--- config.mk ---
export PLATFORM = sky130hd
export DESIGN_NAME = exe_stage_pipe
export DESIGN_NICKNAME = d
export VERILOG_FILES = /design/src/rtl/exe_stage_pipe.sv
export SDC_FILE = /design/constraint.sdc
export NUM_CORES = 1
export LEC_CHECK = 0
export ABC_CLOCK_PERIOD_IN_PS = 14700
export CAP_MARGIN = 20
export CORE_MARGIN = 2
export CORE_UTILIZATION = 45
export DETAILED_ROUTE_END_ITERATION = 8
export MAX_ROUTING_LAYER = met4
export PLACE_DENSITY = 0.68
export SYNTH_ARGS = -nofsm -noshare
export SYNTH_HDL_FRONTEND = slang
export SYNTH_SLANG_ARGS = --single-unit
--- constraint.sdc ---
create_clock -name clk -period 14.7 [get_ports clk]
set_clock_uncertainty 0.2 [all_clocks]
set_input_delay 4.41 -clock clk [delete_from_list [all_inputs] [get_ports clk]]
set_output_delay 4.41 -clock clk [all_outputs]
set_load 0.05 [all_outputs]
--- src/rtl/exe_stage_pipe.sv ---
// Execute stage: operand select, RV integer ALU, branch resolve and target,
// single output register with valid/ready handshake and flush. Shifts may
// optionally run on an iterative 1-bit/cycle shifter.
module exe_stage_pipe #(
   parameter int XLEN         = 32,
   parameter int SERIAL_SHIFT = 0,
   parameter int SHAMT_W      = $clog2(XLEN)
) (
   input  logic            clk,
   input  logic            rst_n,
   input  logic            flush,
   input  logic            in_valid,
   output logic            in_ready,
   input  logic [XLEN-1:0] in_pc,
   input  logic [XLEN-1:0] in_rs1,
   input  logic [XLEN-1:0] in_rs2,
   input  logic [XLEN-1:0] in_imm,
   input  logic [4:0]      in_rd,
   input  logic [3:0]      in_alu_op,
   input  logic            in_src_a_pc,
   input  logic            in_src_b_imm,
   input  logic            in_is_branch,
   input  logic [2:0]      in_ctrl_mem,
   input  logic [1:0]      in_ctrl_wb,
   output logic            out_valid,
   input  logic            out_ready,
   output logic [XLEN-1:0] out_alu_result,
   output logic [XLEN-1:0] out_store_data,
   output logic [4:0]      out_rd,
   output logic [2:0]      out_ctrl_mem,
   output logic [1:0]      out_ctrl_wb,
   output logic            out_zero,
   output logic            out_branch_taken,
   output logic [XLEN-1:0] out_branch_target
);

   typedef enum logic [1:0] {S_IDLE = 2'd0, S_FULL = 2'd1, S_SHIFT = 2'd2} state_t;

   state_t            state_q, state_d;
   logic              valid_q, valid_d;
   logic [XLEN-1:0]   res_q, res_d;
   logic [XLEN-1:0]   store_q, store_d;
   logic [4:0]        rd_q, rd_d;
   logic [2:0]        mem_q, mem_d;
   logic [1:0]        wb_q, wb_d;
   logic              zero_q, zero_d;
   logic              taken_q, taken_d;
   logic [XLEN-1:0]   target_q, target_d;
   logic [SHAMT_W-1:0] cnt_q, cnt_d;
   logic [XLEN-1:0]   sh_val_q, sh_val_d;
   logic              sh_left_q, sh_left_d;
   logic              sh_arith_q, sh_arith_d;

   logic [XLEN-1:0]   op_a, op_b, alu_res;
   logic [3:0]        alu_op;
   logic [SHAMT_W-1:0] shamt;
   logic              lt, ltu, eq, br_taken, is_shift, go_serial;
   logic              accept, drain;

   assign in_ready = (state_q != S_SHIFT) && !flush && (!valid_q || out_ready);
   assign accept   = in_valid && in_ready;
   assign drain    = valid_q && out_ready;

   // Operand select, ALU and branch condition for the incoming instruction.
   always_comb begin
      op_a     = (in_src_a_pc && !in_is_branch) ? in_pc : in_rs1;
      op_b     = (in_src_b_imm && !in_is_branch) ? in_imm : in_rs2;
      alu_op   = in_is_branch ? 4'b1000 : in_alu_op;
      shamt    = op_b[SHAMT_W-1:0];
      lt       = $signed(in_rs1) < $signed(in_rs2);
      ltu      = in_rs1 < in_rs2;
      eq       = in_rs1 == in_rs2;
      is_shift = !in_is_branch && (in_alu_op[1:0] == 2'b01);
      // With the serial shifter only shamt==0 shifts reach the one-cycle
      // path, so no barrel shifter is built in that configuration.
      go_serial = (SERIAL_SHIFT != 0) && is_shift && (shamt != '0);
      case (alu_op[2:0])
         3'b000:  alu_res = alu_op[3] ? (op_a - op_b) : (op_a + op_b);
         3'b001:  alu_res = op_a << shamt;
         3'b010:  alu_res = {{(XLEN-1){1'b0}}, $signed(op_a) < $signed(op_b)};
         3'b011:  alu_res = {{(XLEN-1){1'b0}}, op_a < op_b};
         3'b100:  alu_res = op_a ^ op_b;
         3'b101:  alu_res = alu_op[3] ? XLEN'($signed(op_a) >>> shamt) : (op_a >> shamt);
         3'b110:  alu_res = op_a | op_b;
         default: alu_res = op_a & op_b;
      endcase
      if (SERIAL_SHIFT != 0 && is_shift) alu_res = op_a;
      case (in_alu_op[2:0])
         3'b000:  br_taken = eq;
         3'b001:  br_taken = !eq;
         3'b100:  br_taken = lt;
         3'b101:  br_taken = !lt;
         3'b110:  br_taken = ltu;
         3'b111:  br_taken = !ltu;
         default: br_taken = 1'b0;
      endcase
      br_taken = br_taken && in_is_branch;
   end

   // Next-state for the FSM, output register and serial shifter.
   always_comb begin
      state_d    = state_q;
      valid_d    = valid_q;
      res_d      = res_q;
      store_d    = store_q;
      rd_d       = rd_q;
      mem_d      = mem_q;
      wb_d       = wb_q;
      zero_d     = zero_q;
      taken_d    = taken_q;
      target_d   = target_q;
      cnt_d      = cnt_q;
      sh_val_d   = sh_val_q;
      sh_left_d  = sh_left_q;
      sh_arith_d = sh_arith_q;
      if (flush) begin
         state_d = S_IDLE;
         valid_d = 1'b0;
         cnt_d   = '0;
      end else if (state_q == S_SHIFT) begin
         if (cnt_q == '0) begin
            state_d = S_FULL;
            valid_d = 1'b1;
            res_d   = sh_val_q;
            zero_d  = (sh_val_q == '0);
         end else begin
            sh_val_d = sh_left_q ? {sh_val_q[XLEN-2:0], 1'b0}
                                 : {sh_arith_q & sh_val_q[XLEN-1], sh_val_q[XLEN-1:1]};
            cnt_d    = cnt_q - 1'b1;
         end
      end else if (accept) begin
         store_d  = in_rs2;
         rd_d     = in_rd;
         mem_d    = in_ctrl_mem;
         wb_d     = in_ctrl_wb;
         taken_d  = br_taken;
         target_d = in_pc + in_imm;
         if (go_serial) begin
            state_d    = S_SHIFT;
            valid_d    = 1'b0;
            sh_val_d   = op_a;
            cnt_d      = shamt;
            sh_left_d  = !in_alu_op[2];
            sh_arith_d = in_alu_op[3];
         end else begin
            state_d = S_FULL;
            valid_d = 1'b1;
            res_d   = alu_res;
            zero_d  = (alu_res == '0);
         end
      end else if (drain) begin
         state_d = S_IDLE;
         valid_d = 1'b0;
      end
   end

   // State register; reset clears everything and overrides flush/handshake.
   always_ff @(posedge clk) begin
      if (!rst_n) begin
         state_q    <= S_IDLE;
         valid_q    <= 1'b0;
         res_q      <= '0;
         store_q    <= '0;
         rd_q       <= '0;
         mem_q      <= '0;
         wb_q       <= '0;
         zero_q     <= 1'b0;
         taken_q    <= 1'b0;
         target_q   <= '0;
         cnt_q      <= '0;
         sh_val_q   <= '0;
         sh_left_q  <= 1'b0;
         sh_arith_q <= 1'b0;
      end else begin
         state_q    <= state_d;
         valid_q    <= valid_d;
         res_q      <= res_d;
         store_q    <= store_d;
         rd_q       <= rd_d;
         mem_q      <= mem_d;
         wb_q       <= wb_d;
         zero_q     <= zero_d;
         taken_q    <= taken_d;
         target_q   <= target_d;
         cnt_q      <= cnt_d;
         sh_val_q   <= sh_val_d;
         sh_left_q  <= sh_left_d;
         sh_arith_q <= sh_arith_d;
      end
   end

   assign out_valid         = valid_q;
   assign out_alu_result    = res_q;
   assign out_store_data    = store_q;
   assign out_rd            = rd_q;
   assign out_ctrl_mem      = mem_q;
   assign out_ctrl_wb       = wb_q;
   assign out_zero          = zero_q;
   assign out_branch_taken  = taken_q;
   assign out_branch_target = target_q;

endmodule
---- After elaboration in Yosys (flattened, before gate mapping) ----
Index checks and enable logic that the tools add are counted.
cells by class
  multiplexer cells ....................... 20
  add/sub/neg operators ................... 4
  shift-type cells ........................ 3
  equality and inequality tests ........... 15
  $lt $le $gt $ge ......................... 4
  reductions and logical operators ........ 25
  bitwise gates (word level) .............. 7
operators by type and width
  kind                                                 count
  2-to-1 mux 32 bit                                    7
  one-hot mux 32 bit (7 select lines)                  1
  less-than comparator 32 bit                          4
  adder 32 bit                                         2
  bitwise AND 32 bit                                   1
  equality test 32 bit                                 1
  logical NOT 32 bit                                   1
  OR 32 bit                                            1
  << shifter 32 x 5 -> 32 bit                          1
  >> shifter 32 x 5 -> 32 bit                          1
  >>> shifter 32 x 5 -> 32 bit                         1
  subtractor 32 bit                                    1
  bitwise XOR 32 bit                                   1
  equality test 3 bit, second input constant           7
  2-to-1 mux 2 bit                                     4
  logical AND 1 bit                                    7
  equality test 3 x 1 -> 1 bit, second input constant  2
  equality test 3 x 2 -> 1 bit, second input constant  2
  logical NOT 1 bit                                    6
  logical NOT 3 bit                                    2
  2-to-1 mux 1 bit                                     6
  one-hot mux 1 bit (6 select lines)                   1
  AND reduction 3 bit                                  2
  logical NOT 5 bit                                    1
  other kinds (11)                                     15
word-level totals
  word-level logic and storage cells ...... 89
  bits in registers ....................... 116
  bits of input ports ..................... 150

---- Longest topological paths before layout ----
  word-level depth ........................ 9
  mapped depth ............................ 21
  mapped depth without buffers ............ 18

---- Worst setup path before layout ----
No wires, ideal clock.
  path type ............................... input -> output
  start ................................... in out_ready
  end ..................................... out in_ready
  required time ........................... 10.090 ns
  data arrival time ....................... 5.163 ns
  path slack .............................. 4.927 ns
  buffers on the path ..................... 0
  cell stages on the path ................. 2
  cells stage by stage .................... nor2b_1 > nor2_1
on the way
  longest elaborated chain between the ends .. 2
RTL lines
  element            RTL line  RTL
  from (decl)        26        input logic out_ready,
  logical OR 1 bit   60        assign in_ready = (state_q != S_SHIFT) && !flush && (!valid_q || out_ready);
  logical AND 1 bit  60
  to (decl)          13        output logic in_ready,
Every way passes these cells.

---- Worst setup path after layout ----
  start ................................... in in_is_branch
  end ..................................... reg zero_q, in the netlist out_zero
on the way
  longest elaborated chain between the ends .. 9
  elaborated cells between the ends (all ways) .. 29
RTL lines
  element                                     RTL line  RTL
  from (decl)                                 22        input logic in_is_branch,
  logical NOT 1 bit                           -
  logical AND 1 bit (on tied branches)        66, 67
  2-to-1 mux 32 bit (on tied branches)        66, 67
  adder 32 bit, or another cell as far along  78        3'b000: alu_res = alu_op[3] ? (op_a - op_b) : (op_a + op_b);
  2-to-1 mux 32 bit (on tied branches)        78, 83
  one-hot mux 32 bit (7 select lines) (*)     77        case (alu_op[2:0])
  logical NOT 32 bit (*)                      149       zero_d = (alu_res == '0);
  2-to-1 mux 1 bit (*)                        131       end else if (accept) begin
  2-to-1 mux 1 bit (*)                        120       end else if (state_q == S_SHIFT) begin
  to (signal assigned)                        182       zero_q <= zero_d;
  to (decl)                                   46        logic zero_q, zero_d;
Mark *: on every way between the ends. The rest lies on a longest branch, timed or not. The select of a mux whose other input is x is not followed.
A chain may end at the register's enable or synchronous reset.

==> metrics.txt <==
Setup crit start kind=input pin; WL final=86100 um; fmax=93.4 MHz; final hold vios=0; Tcrit/Tclk final=72.9%; first-pass GRT wire length=124000 um; Max VDD drop=43.0 uV; Slew Viols, Final=0; area grow syn2layout=18.5%; Mapped Area=16900 um^2; antenna diode count=0; WL per Instance=28.8 um; Place WS=3.87 ns; yosys warns=0; gp weighted congestion=1.14; final-stage net count=2834; Power Dens Cells=77.6 nW/um^2; CTS Hold Buffers Added=0; Remaining DRCs=0; IO buf count=259; Hold Crit Class=register to register; Die ar.=39000 um^2; predominant post-synthesis flop cell=dfxtp_1; crit-path max FO=56; vias=20395; antenna violations before repair=0; Inst Count DP=2977; Leakage Power=8.36 nW; die height=198 um; setup ws final=3.99 ns; clock slew at reported path FFs=0.09 ns; fraction of layout cells with a size suffix above 1=6.41%; status=finished clean; final setup fails=0; Tmin final=10.71 ns; vias per cell=6.81; CTS tree=built; TNS Setup=0 ns; Antenna Nets Post-Route=0; async set-reset flop share out of synthesis=0%; Non-Filler Instances=2994; CTS Buf Count=9; drt first pass iters=6; post-cts gate resize count=0; postcts setup bufs=0; Yosys cell types=91; grt ovf=0; worst hold slack=0.252 ns; commonest non-fill, non-tap cell in the layout=nand2_1; Clock Path Buffers=2; Clock Root Buffer=clkbuf_16; Total GRT Usage=44.1%; Die W=198 um; vias in the first global route=18682; FP Rows=70; slew margin rel.=14.4%; Yosys reg bits=109; CORE AREA=36800 um^2; max-cap viol count=0; CP Data Arrival Time=10.84 ns; post-synthesis sequential area ratio=12.9%; Least-Margin Pin Slew=1.25 ns; most frequent cells in the layout=nand2_1 (319), clkdlybuf4s50_1 (258), a21oi_1 (224); RSZ-0062 raised after global routing=false; EDFF count, synth=0; WS Path Type=input pin to register; Synth Area per Inst=7.12 um^2; io pins=260; worst path required time=14.83 ns; Synthesized Nets=2680; H-tree depth=3; CTS sink cnt=109; initial drt markers=2824; clock latency on the worst-skew pair=0.38 ns; HPWL Detailed=67900 um; CP endpoint kind=register; Initial Util=45.8%; synthesized instance count=2367; largest net degree at the start of global routing=76
[final timing paths]
kind | start | end | slack, ns | cells after the start
min | out_branch_target[12] | out_branch_target[12] | 0.25 | 2
max | in_is_branch | out_zero | 3.99 | 19
max reg2reg | state_q[0] | out_zero | 11.28 | 11
min reg2reg | out_branch_target[12] | out_branch_target[12] | 0.25 | 2
[flip-flops by register name, summed over array words and instances (netlist names)]
| name | count |
|---|---|
| out_zero | 1 |
| out_store_data | 32 |
| out_branch_target | 32 |
| state_q | 1 |
| out_ctrl_mem | 3 |
| out_ctrl_wb | 2 |
| out_alu_result | 32 |
| out_rd | 5 |
| out_branch_taken | 1 |
[kinds of logic after synthesis]
kind of cell	count (synthesis)	synth area share [%]
compound gates	734	28.6
fa+ha+maj	163	12.2
xor+xnor	50	2.60
buf+inv	309	7.70
flops	109	12.9
simple gates	811	22.0
mux	191	13.9
[metal layers]
| layer | up-vias | GRT usage [%] | part of all wire [%] |
|---|---|---|---|
| met5 | - | - | 0 |
| met4 | 0 | 20.7 | 5.5 |
| met3 | 268 | 9.42 | 12 |
| met2 | 1522 | 65.5 | 43 |
| met1 | 9679 | 56.9 | 40 |
| li1 | 8926 | - | - |
[worst max-delay path, cell delays in order]
cell and delay, ns:
clkdlybuf4s50_1 0.41, buf_4 0.24, nor2b_4 0.74, mux2i_4 0.33, buf_4 0.64, inv_2 0.44
ha_1 0.34, or2_2 0.29, o221ai_1 0.35, a21o_1 0.21, a21oi_1 0.17, o41ai_1 0.61
xnor2_1 0.18, nor2_1 0.07, o22a_1 0.19, a2111o_1 0.29, nor4_1 0.59, nand4_1 0.18
nand2_1 0.11
[Yosys cell counts (13+ instances only)]
master | count | area share, %
o22ai_1 | 30 | 1.1
nand2b_1 | 36 | 1.3
a21oi_1 | 224 | 6.7
o21a_1 | 22 | 0.98
nor2b_1 | 16 | 0.59
nor2_1 | 207 | 4.6
inv_1 | 145 | 3.2
nor4_1 | 13 | 0.48
mux2_2 | 15 | 1.0
nand3_1 | 49 | 1.5
o21ai_0 | 110 | 3.3
buf_2 | 22 | 0.65
xnor2_1 | 38 | 2.0
nand4_1 | 30 | 1.1
a21o_1 | 54 | 2.4
a22oi_1 | 35 | 1.6
a31oi_1 | 35 | 1.3
mux2i_1 | 139 | 8.3
or3_1 | 25 | 0.93
nor3_1 | 50 | 1.5
or2_2 | 15 | 0.56
mux4_2 | 31 | 4.1
clkbuf_1 | 116 | 2.6
ha_1 | 160 | 12
dfxtp_1 | 109 | 13
a211oi_1 | 33 | 1.5
o31ai_1 | 16 | 0.71
o211ai_1 | 27 | 1.2
nand2_1 | 320 | 7.1
[metrics by stage]
stage | total power (W) | instance area, um^2 | util (%)
floorplan | 0.000924 | 16900 | -
global placement | 0.00124 | 19700 | 53.5
detailed placement | 0.00125 | 19700 | 53.5
CTS | 0.00152 | 20000 | 54.3
global route | 0.00161 | 20000 | 54.3
finish | 0.00155 | 20000 | 54.3
[layout make-up]
type                    instances  area [um^2]
clock buffers                   9          225
well taps                     468          586
multi-input cells            1949        13400
inverters                     149          563
repair buffers                303         2920
fillers                      3563        16800
clock inverters                 7         77.6
flip-flops and latches        109         2180
[report_power, final]
| part | switching, W | leakage (nW) | internal, W |
|---|---|---|---|
| registers | 0.0000122 | 0.891 | 0.000314 |
| clock network | 0.000146 | 0.150 | 0.000122 |
| logic | 0.000624 | 7.32 | 0.000333 |
No activity file was read; power rests on OpenSTA's default activity.
